<file path="config.mk">
export PLATFORM = sky130hd
export DESIGN_NAME = fetch_stage_flat
export DESIGN_NICKNAME = d
export VERILOG_FILES = /design/src/rtl/fetch_stage_pkg.sv /design/src/rtl/fetch_stage_if.sv /design/src/rtl/fetch_fifo.sv /design/src/rtl/fetch_fifo_chk.sv /design/src/rtl/fetch_stage.sv /design/src/flat_wrapper.sv
export SDC_FILE = /design/constraint.sdc
export NUM_CORES = 1
export LEC_CHECK = 0
export ABC_CLOCK_PERIOD_IN_PS = 3300
export CAP_MARGIN = 30
export CORE_MARGIN = 1
export CORE_UTILIZATION = 40
export CTS_CLUSTER_SIZE = 28
export DETAILED_ROUTE_END_ITERATION = 16
export DONT_BUFFER_PORTS = 1
export PLACE_DENSITY = 0.61
export SLEW_MARGIN = 20
export SYNTH_ARGS = -nofsm -noshare
export SYNTH_HDL_FRONTEND = slang
export SYNTH_SLANG_ARGS = --single-unit
</file>
<file path="constraint.sdc">
create_clock -name clk -period 3.3 [get_ports clk]
set_clock_uncertainty 0.05 [all_clocks]
set_input_delay 0.99 -clock clk [delete_from_list [all_inputs] [get_ports clk]]
set_output_delay 0.99 -clock clk [all_outputs]
set_load 0.005 [all_outputs]
</file>
<file path="src/rtl/fetch_stage_pkg.sv">
// -----------------------------------------------------------------------------
// fetch_stage_pkg
// Shared definitions for the instruction-fetch stage: default address/data
// widths, the layout of one buffered fetch entry {pc, data}, its width, and
// the program counter value loaded at reset.
// -----------------------------------------------------------------------------
package fetch_stage_pkg;

  localparam int DEF_ADDR_W = 8;
  localparam int DEF_DATA_W = 8;

  // One buffered fetch result; pc sits in the upper bits.
  typedef struct packed {
    logic [DEF_ADDR_W-1:0] pc;
    logic [DEF_DATA_W-1:0] data;
  } fetch_entry_t;

  localparam int ENTRY_W = $bits(fetch_entry_t);

  // Fetch restarts here after reset.
  localparam logic [31:0] RESET_PC = 32'h0000_0000;

endpackage

</file>
<file path="src/rtl/fetch_stage_if.sv">
// -----------------------------------------------------------------------------
// fetch_stage_if
// Bundles the fetch stage's external traffic:
//   memory side   : mem_rd, mem_addr (to memory), mem_data (from memory)
//   redirect side : redirect, redirect_pc (from later pipeline stages)
//   output side   : out_valid, out_pc, out_data (to decode), out_ready (from decode)
// master = fetch stage, slave = its environment (memory + downstream).
// -----------------------------------------------------------------------------
interface fetch_stage_if #(
  parameter int ADDR_W = 8,
  parameter int DATA_W = 8
);

  logic              mem_rd;
  logic [ADDR_W-1:0] mem_addr;
  logic [DATA_W-1:0] mem_data;
  logic              redirect;
  logic [ADDR_W-1:0] redirect_pc;
  logic              out_valid;
  logic [ADDR_W-1:0] out_pc;
  logic [DATA_W-1:0] out_data;
  logic              out_ready;

  modport master (
    output mem_rd, mem_addr,
    input  mem_data,
    input  redirect, redirect_pc,
    output out_valid, out_pc, out_data,
    input  out_ready
  );

  modport slave (
    input  mem_rd, mem_addr,
    output mem_data,
    output redirect, redirect_pc,
    input  out_valid, out_pc, out_data,
    output out_ready
  );

endinterface

</file>
<file path="src/rtl/fetch_fifo.sv">
// -----------------------------------------------------------------------------
// fetch_fifo
// Synchronous circular FIFO of DEPTH entries holding fetched {pc, data}.
// Ports: clk, rst (sync, active-high), push_i/push_data_i, pop_i, clear_i
// (drops all contents; wins over push/pop), count_o, head_valid_o,
// head_data_o (zero when empty).
// -----------------------------------------------------------------------------
module fetch_fifo
  import fetch_stage_pkg::*;
#(
  parameter  int WIDTH = ENTRY_W,
  parameter  int DEPTH = 2,
  localparam int CNT_W = $clog2(DEPTH + 1)
) (
  input  logic             clk,
  input  logic             rst,
  input  logic             push_i,
  input  logic [WIDTH-1:0] push_data_i,
  input  logic             pop_i,
  input  logic             clear_i,
  output logic [CNT_W-1:0] count_o,
  output logic             head_valid_o,
  output logic [WIDTH-1:0] head_data_o
);

  localparam int PTR_W = (DEPTH > 1) ? $clog2(DEPTH) : 1;

  logic [WIDTH-1:0] mem_q [DEPTH];
  logic [PTR_W-1:0] rd_q, rd_d, wr_q, wr_d;
  logic [CNT_W-1:0] count_q, count_d;
  logic             do_pop_s;

  // Pointer advance with wrap for non-power-of-two depths.
  function automatic logic [PTR_W-1:0] next_ptr(input logic [PTR_W-1:0] p);
    if (p == PTR_W'(DEPTH - 1)) begin
      return {PTR_W{1'b0}};
    end else begin
      return p + PTR_W'(1'b1);
    end
  endfunction

  assign do_pop_s = pop_i & (count_q != {CNT_W{1'b0}});

  // Next-state for pointers and occupancy.
  always_comb begin
    rd_d    = rd_q;
    wr_d    = wr_q;
    count_d = count_q;
    if (clear_i) begin
      rd_d    = {PTR_W{1'b0}};
      wr_d    = {PTR_W{1'b0}};
      count_d = {CNT_W{1'b0}};
    end else begin
      if (push_i) begin
        wr_d = next_ptr(wr_q);
      end else begin
        wr_d = wr_q;
      end
      if (do_pop_s) begin
        rd_d = next_ptr(rd_q);
      end else begin
        rd_d = rd_q;
      end
      case ({push_i, do_pop_s})
        2'b10:   count_d = count_q + CNT_W'(1'b1);
        2'b01:   count_d = count_q - CNT_W'(1'b1);
        default: count_d = count_q;
      endcase
    end
  end

  // Pointer/occupancy registers.
  always_ff @(posedge clk) begin
    if (rst) begin
      rd_q    <= {PTR_W{1'b0}};
      wr_q    <= {PTR_W{1'b0}};
      count_q <= {CNT_W{1'b0}};
    end else begin
      rd_q    <= rd_d;
      wr_q    <= wr_d;
      count_q <= count_d;
    end
  end

  // Entry storage; contents need no reset because the head is gated by count.
  always_ff @(posedge clk) begin
    if (push_i && !clear_i) begin
      mem_q[wr_q] <= push_data_i;
    end
  end

  assign count_o      = count_q;
  assign head_valid_o = (count_q != {CNT_W{1'b0}});
  assign head_data_o  = head_valid_o ? mem_q[rd_q] : {WIDTH{1'b0}};

  fetch_fifo_chk #(.DEPTH(DEPTH), .CNT_W(CNT_W)) u_chk (
    .clk     (clk),
    .rst     (rst),
    .push_i  (push_i),
    .clear_i (clear_i),
    .count_i (count_q)
  );

endmodule

</file>
<file path="src/rtl/fetch_fifo_chk.sv">
// -----------------------------------------------------------------------------
// fetch_fifo_chk
// Property checker for fetch_fifo: a push must never land on a full FIFO.
// Ports: clk, rst, push_i, clear_i, count_i (current occupancy).
// -----------------------------------------------------------------------------
module fetch_fifo_chk #(
  parameter int DEPTH = 2,
  parameter int CNT_W = 2
) (
  input logic             clk,
  input logic             rst,
  input logic             push_i,
  input logic             clear_i,
  input logic [CNT_W-1:0] count_i
);

  // Overflow check: the issue rule keeps one slot free for every returning read.
  always_ff @(posedge clk) begin
    if (!rst && push_i && !clear_i) begin
      assert (count_i < CNT_W'(DEPTH));
    end
  end

endmodule

</file>
<file path="src/rtl/fetch_stage.sv">
// -----------------------------------------------------------------------------
// fetch_stage
// Instruction fetch: holds the PC, issues one read per cycle to a 1-cycle
// synchronous memory, buffers results in fetch_fifo and hands {pc, data} to
// decode over valid/ready. A redirect flushes everything and restarts at
// redirect_pc; reads already issued are dropped via an epoch bit.
// Ports: clk, rst (sync, active-high), bus (fetch_stage_if.master: memory
// read port, redirect request, downstream valid/ready channel).
// -----------------------------------------------------------------------------
module fetch_stage
  import fetch_stage_pkg::*;
#(
  parameter int ADDR_W = DEF_ADDR_W,
  parameter int DATA_W = DEF_DATA_W,
  parameter int DEPTH  = 2
) (
  input logic            clk,
  input logic            rst,
  fetch_stage_if.master  bus
);

  localparam int ENT_W = ADDR_W + DATA_W;
  localparam int CNT_W = $clog2(DEPTH + 1);
  localparam int OCC_W = CNT_W + 1;

  logic [ADDR_W-1:0] pc_q, pc_d;
  logic [ADDR_W-1:0] inflight_pc_q, inflight_pc_d;
  logic              inflight_q, inflight_d;
  logic              epoch_q, epoch_d;
  logic              inflight_epoch_q, inflight_epoch_d;

  logic [CNT_W-1:0]  count_s;
  logic              head_valid_s;
  logic [ENT_W-1:0]  head_s;
  logic [ENT_W-1:0]  push_data_s;
  logic [OCC_W-1:0]  occ_s;
  logic              pop_s, push_s, issue_s;

  assign pop_s = head_valid_s & bus.out_ready;

  // Occupancy counts buffered entries plus the read still in the memory.
  assign occ_s = OCC_W'(count_s) + OCC_W'(inflight_q);

  // A full stage may still issue when the head leaves this cycle: the slot it
  // frees is taken by the read returning next cycle, giving back-to-back flow.
  assign issue_s = !rst & !bus.redirect &
                   ((occ_s < OCC_W'(DEPTH)) | ((occ_s == OCC_W'(DEPTH)) & pop_s));

  // Stale returns (issued before a redirect) fail the epoch match.
  assign push_s      = inflight_q & (inflight_epoch_q == epoch_q) & !bus.redirect & !rst;
  assign push_data_s = {inflight_pc_q, bus.mem_data};

  // Next-state for PC, epoch and the in-flight read tracker.
  always_comb begin
    pc_d             = pc_q;
    epoch_d          = epoch_q;
    inflight_d       = issue_s;
    inflight_pc_d    = inflight_pc_q;
    inflight_epoch_d = inflight_epoch_q;
    if (bus.redirect) begin
      pc_d    = bus.redirect_pc;
      epoch_d = ~epoch_q;
    end else if (issue_s) begin
      pc_d    = pc_q + ADDR_W'(1'b1);
      epoch_d = epoch_q;
    end else begin
      pc_d    = pc_q;
      epoch_d = epoch_q;
    end
    if (issue_s) begin
      inflight_pc_d    = pc_q;
      inflight_epoch_d = epoch_q;
    end else begin
      inflight_pc_d    = inflight_pc_q;
      inflight_epoch_d = inflight_epoch_q;
    end
  end

  // Fetch control registers.
  always_ff @(posedge clk) begin
    if (rst) begin
      pc_q             <= RESET_PC[ADDR_W-1:0];
      epoch_q          <= 1'b0;
      inflight_q       <= 1'b0;
      inflight_pc_q    <= {ADDR_W{1'b0}};
      inflight_epoch_q <= 1'b0;
    end else begin
      pc_q             <= pc_d;
      epoch_q          <= epoch_d;
      inflight_q       <= inflight_d;
      inflight_pc_q    <= inflight_pc_d;
      inflight_epoch_q <= inflight_epoch_d;
    end
  end

  fetch_fifo #(.WIDTH(ENT_W), .DEPTH(DEPTH)) u_fifo (
    .clk          (clk),
    .rst          (rst),
    .push_i       (push_s),
    .push_data_i  (push_data_s),
    .pop_i        (pop_s),
    .clear_i      (bus.redirect),
    .count_o      (count_s),
    .head_valid_o (head_valid_s),
    .head_data_o  (head_s)
  );

  assign bus.mem_rd    = issue_s;
  assign bus.mem_addr  = pc_q;
  assign bus.out_valid = head_valid_s;
  assign bus.out_pc    = head_s[ENT_W-1 -: ADDR_W];
  assign bus.out_data  = head_s[DATA_W-1:0];

endmodule

</file>
<file path="src/flat_wrapper.sv">
// flat-port wrapper written by rule: the top's interface ports become plain ports
module fetch_stage_flat import fetch_stage_pkg::*;
#(
  parameter int ADDR_W = DEF_ADDR_W,
  parameter int DATA_W = DEF_DATA_W,
  parameter int DEPTH  = 2
)
  (clk, rst, bus_mem_rd, bus_mem_addr, bus_mem_data, bus_redirect, bus_redirect_pc, bus_out_valid, bus_out_pc, bus_out_data, bus_out_ready);
  fetch_stage_if #(.ADDR_W(ADDR_W), .DATA_W(DATA_W)) bus_i ();
  input logic clk;
  input logic rst;
  output wire logic [$bits(bus_i.mem_rd)-1:0] bus_mem_rd;
  output wire logic [$bits(bus_i.mem_addr)-1:0] bus_mem_addr;
  input wire logic [$bits(bus_i.mem_data)-1:0] bus_mem_data;
  input wire logic [$bits(bus_i.redirect)-1:0] bus_redirect;
  input wire logic [$bits(bus_i.redirect_pc)-1:0] bus_redirect_pc;
  output wire logic [$bits(bus_i.out_valid)-1:0] bus_out_valid;
  output wire logic [$bits(bus_i.out_pc)-1:0] bus_out_pc;
  output wire logic [$bits(bus_i.out_data)-1:0] bus_out_data;
  input wire logic [$bits(bus_i.out_ready)-1:0] bus_out_ready;
  assign bus_mem_rd = bus_i.mem_rd;
  assign bus_mem_addr = bus_i.mem_addr;
  assign bus_i.mem_data = bus_mem_data;
  assign bus_i.redirect = bus_redirect;
  assign bus_i.redirect_pc = bus_redirect_pc;
  assign bus_out_valid = bus_i.out_valid;
  assign bus_out_pc = bus_i.out_pc;
  assign bus_out_data = bus_i.out_data;
  assign bus_i.out_ready = bus_out_ready;
  fetch_stage #(.ADDR_W(ADDR_W), .DATA_W(DATA_W), .DEPTH(DEPTH)) u_core (.clk(clk), .rst(rst), .bus(bus_i));
endmodule
</file>
Word level (Yosys, flattened, before mapping)
Memory sizes are Yosys's and may differ from the RTL's. A register that Yosys moved wholly into a read port is not among the register bits.
Index checks and enable logic that the tools add are counted.
{ "word_totals": {"mem_count": 1, "ramBits": 32, "out_inout_bits": 26, "regBits": 23, "in_bits": 20} }
{ "classes": {"eq_ne": 4, "n_lt_le_gt_ge": 1, "reduce_logical": 7, "bitwise": 10, "mux": 10, "add_sub_neg": 6} }
{ "memory_table": {"columns": ["memory", "words", "word_bits", "read_ports", "rd_clocked_by_memory_dff", "write_ports", "line_no", "source"], "rows": [
  ["u_core.u_fifo.mem_q", 2, 16, 1, 1, 1, "fetch_fifo.sv:28", "logic [WIDTH-1:0] mem_q [DEPTH];"]
]} }
{ "ops": {"columns": ["operator", "count"], "rows": [
  ["16-bit 2-to-1 mux", 1],
  ["8-bit 2-to-1 mux", 2],
  ["8-bit by 1-bit adder with 8-bit output, second input constant", 1],
  ["1-bit AND", 8],
  ["1-bit 2-to-1 mux", 6],
  ["2-bit nonzero test", 3],
  ["2-bit one-hot mux with 2 select lines", 1],
  ["2-bit by 1-bit adder with 3-bit output", 1],
  ["3-bit by 2-bit == test with 1-bit output, second input constant", 1],
  ["3-bit by 2-bit less-than comparator with 1-bit output, second input constant", 1],
  ["1-bit adder, second input constant", 2],
  ["2-bit by 1-bit adder with 2-bit output, second input constant", 1],
  ["2-bit by 1-bit == test with 1-bit output, second input constant", 1],
  ["2-bit == test, second input constant", 1],
  ["1-bit zero test", 2],
  ["2-bit OR reduction", 1],
  ["2-bit by 1-bit subtractor with 2-bit output, second input constant", 1],
  ["1-bit == test", 1],
  ["1-bit logical AND", 1],
  ["1-bit NOT", 1],
  ["1-bit OR", 1]
]} }

Logic depth before layout (Yosys ltp)
Gate-level depths: netlist (run 1).
{ "logic_depth": {"ltp_word": 7, "ltp_mapped": 8} }

By module
From an unflattened synthesis (run 1), not the netlist that was laid out.
{ "hier_totals": {"hier_cells": 203, "hier_area_um2": 2411.1} }
{ "modules_own_cells": {"columns": ["mod", "instances", "cells_per_inst", "area_each_um2", "seq_area_each_um2"], "rows": [
  ["fetch_fifo", 1, 91, 1413.9, 1061.0],
  ["fetch_stage", 1, 112, 997.2, 380.4]
]} }

Worst setup path before layout (run 1)
OpenSTA, ideal clock, no wires.
{ "synth_path": {"path_kind": "input-to-output", "startpoint": "input bus_redirect", "endpoint": "output bus_mem_rd", "slack_ns": 0.116, "stages": 4, "arrival_ns": 2.144, "cell_sequence": "buf_6 > or4b_4 > o32ai_4 > buf_6"} }
{ "synth_via": {"elab_chain_cells": 3} }
{ "synth_rtl": {"columns": ["item", "line_no", "source"], "rows": [
  ["from (decl)", "flat_wrapper.sv:15", "input wire logic [$bits(bus_i.redirect)-1:0] bus_redirect;"],
  ["1-bit zero test", "fetch_stage.sv:46", "assign issue_s = !rst & !bus.redirect &"],
  ["1-bit AND (2 in series)", "fetch_stage.sv:46", null],
  ["to (decl)", "flat_wrapper.sv:12", "output wire logic [$bits(bus_i.mem_rd)-1:0] bus_mem_rd;"]
]} }
No other way between the ends.

Final worst setup path (run 1)
{ "layout_path": {"startpoint": "register u_core.u_fifo.count_q[0] (netlist: u_core.u_fifo.count_o[0])", "endpoint": "output bus_mem_rd"} }
{ "layout_via": {"elab_chain_cells": 5, "elab_cells_between_ends": 8, "cone_classes": "1 x add/sub; 1 x order compare; 1 x eq/ne; 4 x bitwise; 1 x reduce/logical"} }
{ "layout_rtl": {"columns": ["item", "line_no", "source"], "rows": [
  ["from (decl)", "fetch_fifo.sv:30", "logic [CNT_W-1:0] count_q, count_d;"],
  ["from (signal assigned)", "fetch_fifo.sv:77", "count_q <= {CNT_W{1'b0}};"],
  ["from (signal assigned)", "fetch_fifo.sv:81", "count_q <= count_d;"],
  ["branches (longest 3 deep; another with 2-bit by 1-bit adder with 3-bit output)", null, null],
  ["1-bit OR *", "fetch_stage.sv:47", "((occ_s < OCC_W'(DEPTH)) | ((occ_s == OCC_W'(DEPTH)) & pop_s));"],
  ["1-bit AND *", "fetch_stage.sv:46", null]
]} }
Mark *: on every way between the ends.

==> results.sh, run 1 <==
export IMPL_drc=0
export IMPL_wl_met1_um=1930
export IMPL_fin_util=0.451
export IMPL_grt_pass1_wl_um=6980
export IMPL_ios=46
export IMPL_crit_family="simple AND/OR/NAND/NOR gates"
export IMPL_die_w_um=79.7
export IMPL_clk_latency_ns=0.31
export IMPL_routedWlPerCell_um=14.7
export IMPL_cts_buffers=5
export IMPL_relSlewSlack=0.498
export IMPL_netlist_area_um2=2410
export IMPL_synthFlopType="edfxtp_1"
export IMPL_power_density_nw_per_um2=468
export IMPL_overflow=0
export IMPL_cp_max_fo=5
export IMPL_synth_cells=205
export IMPL_worst_slew_pin_slew_ns=0.749
export IMPL_min_period_ns=2.85
export IMPL_final_setup_viol_count=0
export IMPL_timing_final_crit_share=0.862
export IMPL_fp_dieArea_um2=6350
export IMPL_p_leak_nw=0.847
export IMPL_worstPathCellList="ha_1, or4b_4, o32ai_4"
export IMPL_avgSynthCellArea_um2=11.8
export IMPL_crit_buf_inv=0
export IMPL_nets=232
export IMPL_status="completed"
export IMPL_dr_pass1_iters=4
export IMPL_rows=27
export IMPL_netlist_cell_type_count=38
export IMPL_routed_wl_um=4120
export IMPL_cts_post_setup_buffers_inserted=0
export IMPL_crit_arrival_ns=1.81
export IMPL_start_util=0.425
export IMPL_drive_gt1_frac=0.115
export IMPL_vias=1445
export IMPL_regToRegSetupSlack_ns=1.05
export IMPL_met3WireLength_um=323
export IMPL_gp_congestion=0.737
export IMPL_antenna_found_initial=0
export IMPL_finalHoldViolCount=0
export IMPL_via_per_inst=5.16
export IMPL_port_buffers=0
export IMPL_fp_dieH_um=79.7
export IMPL_synthArstFlopShare=0
export IMPL_fin_cells=280
export IMPL_dp_hpwl_um=2730
export IMPL_finalPower_mw=1.20
export IMPL_cts_root_buffer="clkbuf_8"
export IMPL_drv_cap=0
export IMPL_routed_top_layer="met4"
export IMPL_cts_resized=0
export IMPL_wl_met2_um=1810
export IMPL_cts_hold_buffers_added=0
export IMPL_fmax_mhz=351
export IMPL_crit_path_max_incr_delay_ns=0.51
export IMPL_areaGrowthSynthToFinish_pct=6.11
export IMPL_synth_edf_count=32
export IMPL_hold_end="u_core.u_fifo.mem_q[0][15]"
export IMPL_worst_setup_path_type="reg2out"
export IMPL_ff2ff_path_depth=6
export IMPL_path_depth=3
export IMPL_hp_start="u_core.inflight_pc_q[7]"
export IMPL_path_clk_slew_ns=0.10
export IMPL_finalSetupTns_ns=0
export IMPL_place_inst=272
export IMPL_grt_max_degree=25
export IMPL_drt_iter0_markers=91
export IMPL_cts_tree="built"
export IMPL_slowest_stage="or4b_4"
export IMPL_ys_warn_count=0
export IMPL_drt_antenna_violating_nets=0
export IMPL_r2r_start="u_core.u_fifo.count_o[0]"
export IMPL_clock_sinks=56
export IMPL_ys_seq_elements=56
export IMPL_hold_path_class="reg2reg"
export IMPL_grt_pass1_vias=1427
export IMPL_rsz0062_at_grt="false"
export IMPL_grt_usage=0.145
export IMPL_htree_levels=2
export IMPL_synth_yosys_seq_area_share=0.597
export IMPL_synthesis_nets=230
export IMPL_fp_coreArea_um2=5680
export IMPL_max_clock_path_buffers=2
export IMPL_antenna_cells=0
export IMPL_start_kind="flop"
export IMPL_hold_path_depth=0
export IMPL_ir_worst_vdd_uv=171
export IMPL_worstPathRequired_ns=2.26
export IMPL_drv_slew=0
export IMPL_worstSetupEndpointType="output port"
export IMPL_reg2reg_to="u_core.bus.mem_addr[5]"
[cell families (layout without fill, tap and decap cells)]
logic type | count (synthesis) | count (layout) | synth area share
compound gates | 34 | 34 | 0.101
xor+xnor | 7 | 7 | 0.0254
fa+ha+maj | 5 | 5 | 0.0259
buf+inv | 18 | 21 | 0.0420
flops | 56 | 56 | 0.597
mux | 16 | 16 | 0.0663
simple gates | 69 | 69 | 0.143
[synth_stat cells, drive strengths merged, types with 2 or more instances]
library cell | count | area [µm²]
a21oi | 6 | 41.3
ha | 5 | 62.6
nor2 | 29 | 111
or4 | 2 | 15.0
and2b | 4 | 30.0
a22oi | 3 | 32.5
nand4 | 2 | 12.5
a31oi | 4 | 25.0
nand2b | 9 | 56.3
xnor2 | 5 | 43.8
mux2i | 16 | 160
buf | 4 | 38.8
dfxtp | 24 | 480
xor2 | 2 | 17.5
o32ai | 2 | 36.3
nand3 | 3 | 15.0
inv | 8 | 30.0
edfxtp | 32 | 961
clkbuf | 6 | 32.5
o21ai | 15 | 75.1
or2 | 2 | 12.5
nand2 | 14 | 55.1
[routing by layer]
layer	vias up	track usage
met3	5	0.0491
met2	41	0.217
met1	670	0.186
met5	-	0
met4	0	0.0709
li1	729	-
[cell type report]
cell class	instances	area, µm²
multi-input combinational	131	872
clock inverter	3	22.5
tap	72	90.1
clock buffer	5	68.8
fill	567	3110
timing repair buffer	5	37.5
sequential	56	1440
inverter	8	30.0
[sequential cells by signal, indices dropped and copies added, names as in the netlist, named ones only]
signal                   flops
u_core.inflight_q            1
u_core.u_fifo.count_o        2
u_core.epoch_q               1
u_core.u_fifo.wr_q           1
u_core.inflight_pc_q         8
u_core.inflight_epoch_q      1
u_core.u_fifo.rd_q           1
u_core.u_fifo.mem_q         32
u_core.bus.mem_addr          8
[worst max-delay path by stage]
stage                                   from          to  slack (ns)
floorplan                       bus_redirect  bus_mem_rd        0.12
global placement                bus_redirect  bus_mem_rd        0.47
detailed placement              bus_redirect  bus_mem_rd        0.47
CTS                 u_core.u_fifo.count_o[0]  bus_mem_rd        0.43
global route        u_core.u_fifo.count_o[0]  bus_mem_rd        0.37
finish              u_core.u_fifo.count_o[0]  bus_mem_rd        0.45
[power breakdown]
part / total (mW) / internal [mW] / switching [mW]
clock network: 0.379 / 0.153 / 0.226
logic: 0.0509 / 0.0242 / 0.0267
registers: 0.771 / 0.753 / 0.0181
[cell usage in the layout, fill, tap and decap left out, types with 2 or more instances in the layout]
cell type	n
nand2_1	13
nand2b_1	9
nand4_1	2
edfxtp_1	32
nor2_1	28
inv_1	8
xor2_1	2
clkbuf_8	5
and2b_1	4
mux2i_1	16
a21oi_1	3
a22oi_2	2
a31oi_1	4
nand3_1	3
buf_4	5
xnor2_1	5
or4_1	2
a21oi_2	3
dfxtp_1	24
ha_1	5
o21ai_0	15
[through the flow]
stage / cell area (µm²) / setup WS, ns / hold slack, ns
after floorplan: 2410 / 0.116 / 0.369
after CTS: 2560 / 0.430 / 0.426
final: 2560 / 0.455 / 0.421
after detailed placement: 2470 / 0.466 / 0.395
after global routing: 2560 / 0.371 / 0.426
after global placement: 2470 / 0.467 / 0.392
Note: power is estimated with default switching activity, not from simulation.
==> run 2: changes to the inputs <==
- CTS_CLUSTER_SIZE: 28 -> 40
- GPL_ROUTABILITY_DRIVEN: not set -> 0
- SETUP_SLACK_MARGIN: not set -> 0.1
==> results of run 2 <==
Same layout as run 1: the final DEF is identical, and so are final timing and power.
==> edit: new RTL, config.mk and constraints of run 2 <==
`DEPTH` is set to 2 in 4 places; all go to 1.
--- a/src/rtl/fetch_fifo.sv
+++ b/src/rtl/fetch_fifo.sv
@@ -10,5 +10,5 @@
 #(
   parameter  int WIDTH = ENTRY_W,
-  parameter  int DEPTH = 2,
+  parameter  int DEPTH = 1,
   localparam int CNT_W = $clog2(DEPTH + 1)
 ) (
--- a/src/rtl/fetch_fifo_chk.sv
+++ b/src/rtl/fetch_fifo_chk.sv
@@ -5,5 +5,5 @@
 // -----------------------------------------------------------------------------
 module fetch_fifo_chk #(
-  parameter int DEPTH = 2,
+  parameter int DEPTH = 1,
   parameter int CNT_W = 2
 ) (
--- a/src/rtl/fetch_stage.sv
+++ b/src/rtl/fetch_stage.sv
@@ -13,5 +13,5 @@
   parameter int ADDR_W = DEF_ADDR_W,
   parameter int DATA_W = DEF_DATA_W,
-  parameter int DEPTH  = 2
+  parameter int DEPTH  = 1
 ) (
   input logic            clk,
--- a/src/flat_wrapper.sv
+++ b/src/flat_wrapper.sv
@@ -4,5 +4,5 @@
   parameter int ADDR_W = DEF_ADDR_W,
   parameter int DATA_W = DEF_DATA_W,
-  parameter int DEPTH  = 2
+  parameter int DEPTH  = 1
 )
   (clk, rst, bus_mem_rd, bus_mem_addr, bus_mem_data, bus_redirect, bus_redirect_pc, bus_out_valid, bus_out_pc, bus_out_data, bus_out_ready);
Check against the original RTL: not equivalent (Yosys sat finds a counterexample within 4 cycles, from zero or initial values and one cycle with rst high).
==> edit against run 2 <==
Global-route usage down 0.064 points; sequential share of layout area shrank 3.4 points; sequential cell count down 20; routed wire length shrank 39%; design area fell by 35%; count of clock-buffer cells in the layout rose by 1; synthesized area decreased by 37%; worst setup slack gained 200 ps; total power decreased by 28%; combinational power grew 11%; cell count is 33% lower; critical endpoint unchanged; highest routed layer unchanged.
==> edit: results (changes against run 2) <==
Synthesis
  • Post-synthesis compound-gate area fraction: 0.0844 (was 0.101)
  • EDFF count, synth: 16 (was 32)
  • Largest cells by area after synthesis: edfxtp_1, dfxtp_1, and2_1, mux2i_1, nor2_1 (was edfxtp_1, dfxtp_1, mux2i_1, nor2_1, o21ai_0)
  • Post-Synth Adder-Cell Area: 0.0165 (was 0.0259)
  • Synth Net Count: 158 (was 230)
  • Seq/Total Area, Yosys: 0.582 (was 0.597)
  • Synth Flop Type: dfxtp_1 (was edfxtp_1)
  • Mean Syn Cell Area: 11.1 sq um (was 11.8 sq um)
  • Commonest cells in the netlist: dfxtp_1, and2_1, edfxtp_1, nor2_1, mux2i_1 (was edfxtp_1, nor2_1, dfxtp_1, mux2i_1, o21ai_0)
  • Synth cell types: 32 (was 38)

Outcome
  • Outcome: completed (unchanged)

STA
  • Hold slack: 387 ps (was 421 ps)
  • Worst slew pin tran: 363 ps (was 749 ps)

Cells and area
  • Finished Cell Area: 0.00167 sq mm (was 0.00256 sq mm)

Pwr
  • Sw power: 0.193 mW (was 0.271 mW)
  • Sequential power share: 0.577 (was 0.642)
  • P_comb: 0.0563 mW (was 0.0509 mW)

Placement
  • Placed Instances: 180 (was 272)
  • Pre-CTS setup slack: 854 ps (was 466 ps)
  • Post-DP Area: 0.00158 sq mm (was 0.00247 sq mm)

GRT
  • Global-route wire length before repair: 4310 um (was 6980 um)
  • Vias in the first global route: 901 (was 1427)
  • Total Routing Usage GR: 0.144 (was 0.145)

Setup path
  • Top cell family by delay on the critical path: adder cells (was simple AND/OR/NAND/NOR gates)
  • Crit-path max FO: 21 (was 5)

Routing
  • Vias: 948 (was 1445)

Clock network
  • Clk Latency, worst-skew pair: 280 ps (was 310 ps)
  • Clock transition at path regs: 70 ps (was 100 ps)
[edit: cell types whose count changed in the layout (fill, tap and decap cells not counted), sizes merged, moves of 7 or more]
cell,change
and2,+16
edfxtp,-16
mux2i,-7
nand2,-11
nand2b,-9
nor2,-14
o21ai,-12
[edit: cells by family (layout without fill, tap and decap cells)]
kind of cell | count (synthesis) | in the layout
fa+ha+maj | 2 | 2
simple gates | 51 | 51
xor+xnor | 8 | 8
compound gates | 19 | 19
buf+inv | 11 | 17
flops | 36 | 36
mux | 9 | 9
[edit: per-layer routing]
layer	vias to the layer above	global-route usage	share of wire
met2	36	0.221	0.45
met4	0	0.0597	0.019
li1	482	-	-
met3	4	0.0707	0.076
met5	-	0	0
met1	426	0.171	0.45
[edit: worst register-to-register path, delay by kind of cell, from the launching register on]
family	cells	cell delay [ps]
simple gates	3	450
compound gates	1	400
fa+ha+maj	1	350
flops	1	300
buf+inv	1	180
[edit: worst max-delay path by stage]
stage | from | end | slack, ps | cells after the start
finish | u_core.u_fifo.count_o$_SDFFE_PP0P_ | bus_mem_rd | 660 | 5
global route | u_core.u_fifo.count_o$_SDFFE_PP0P_ | bus_mem_rd | 540 | 5
CTS | u_core.u_fifo.count_o$_SDFFE_PP0P_ | bus_mem_rd | 640 | 5
detailed placement | bus_out_ready | bus_mem_rd | 850 | 3
global placement | bus_out_ready | bus_mem_rd | 860 | 3
floorplan | bus_redirect | u_core.u_fifo.mem_q[0][0]$_DFFE_PP_ | 460 | 2
[edit: final cells by class]
cell class / instances / area, sq um
Clock buffer: 6 / 82.6
Timing Repair Buffer: 3 / 22.5
Multi-Input combinational cell: 89 / 592
Fill cell: 343 / 1800
Inverter: 6 / 22.5
Sequential cell: 36 / 881
Tap cell: 46 / 57.6
Clock inverter: 2 / 10.0
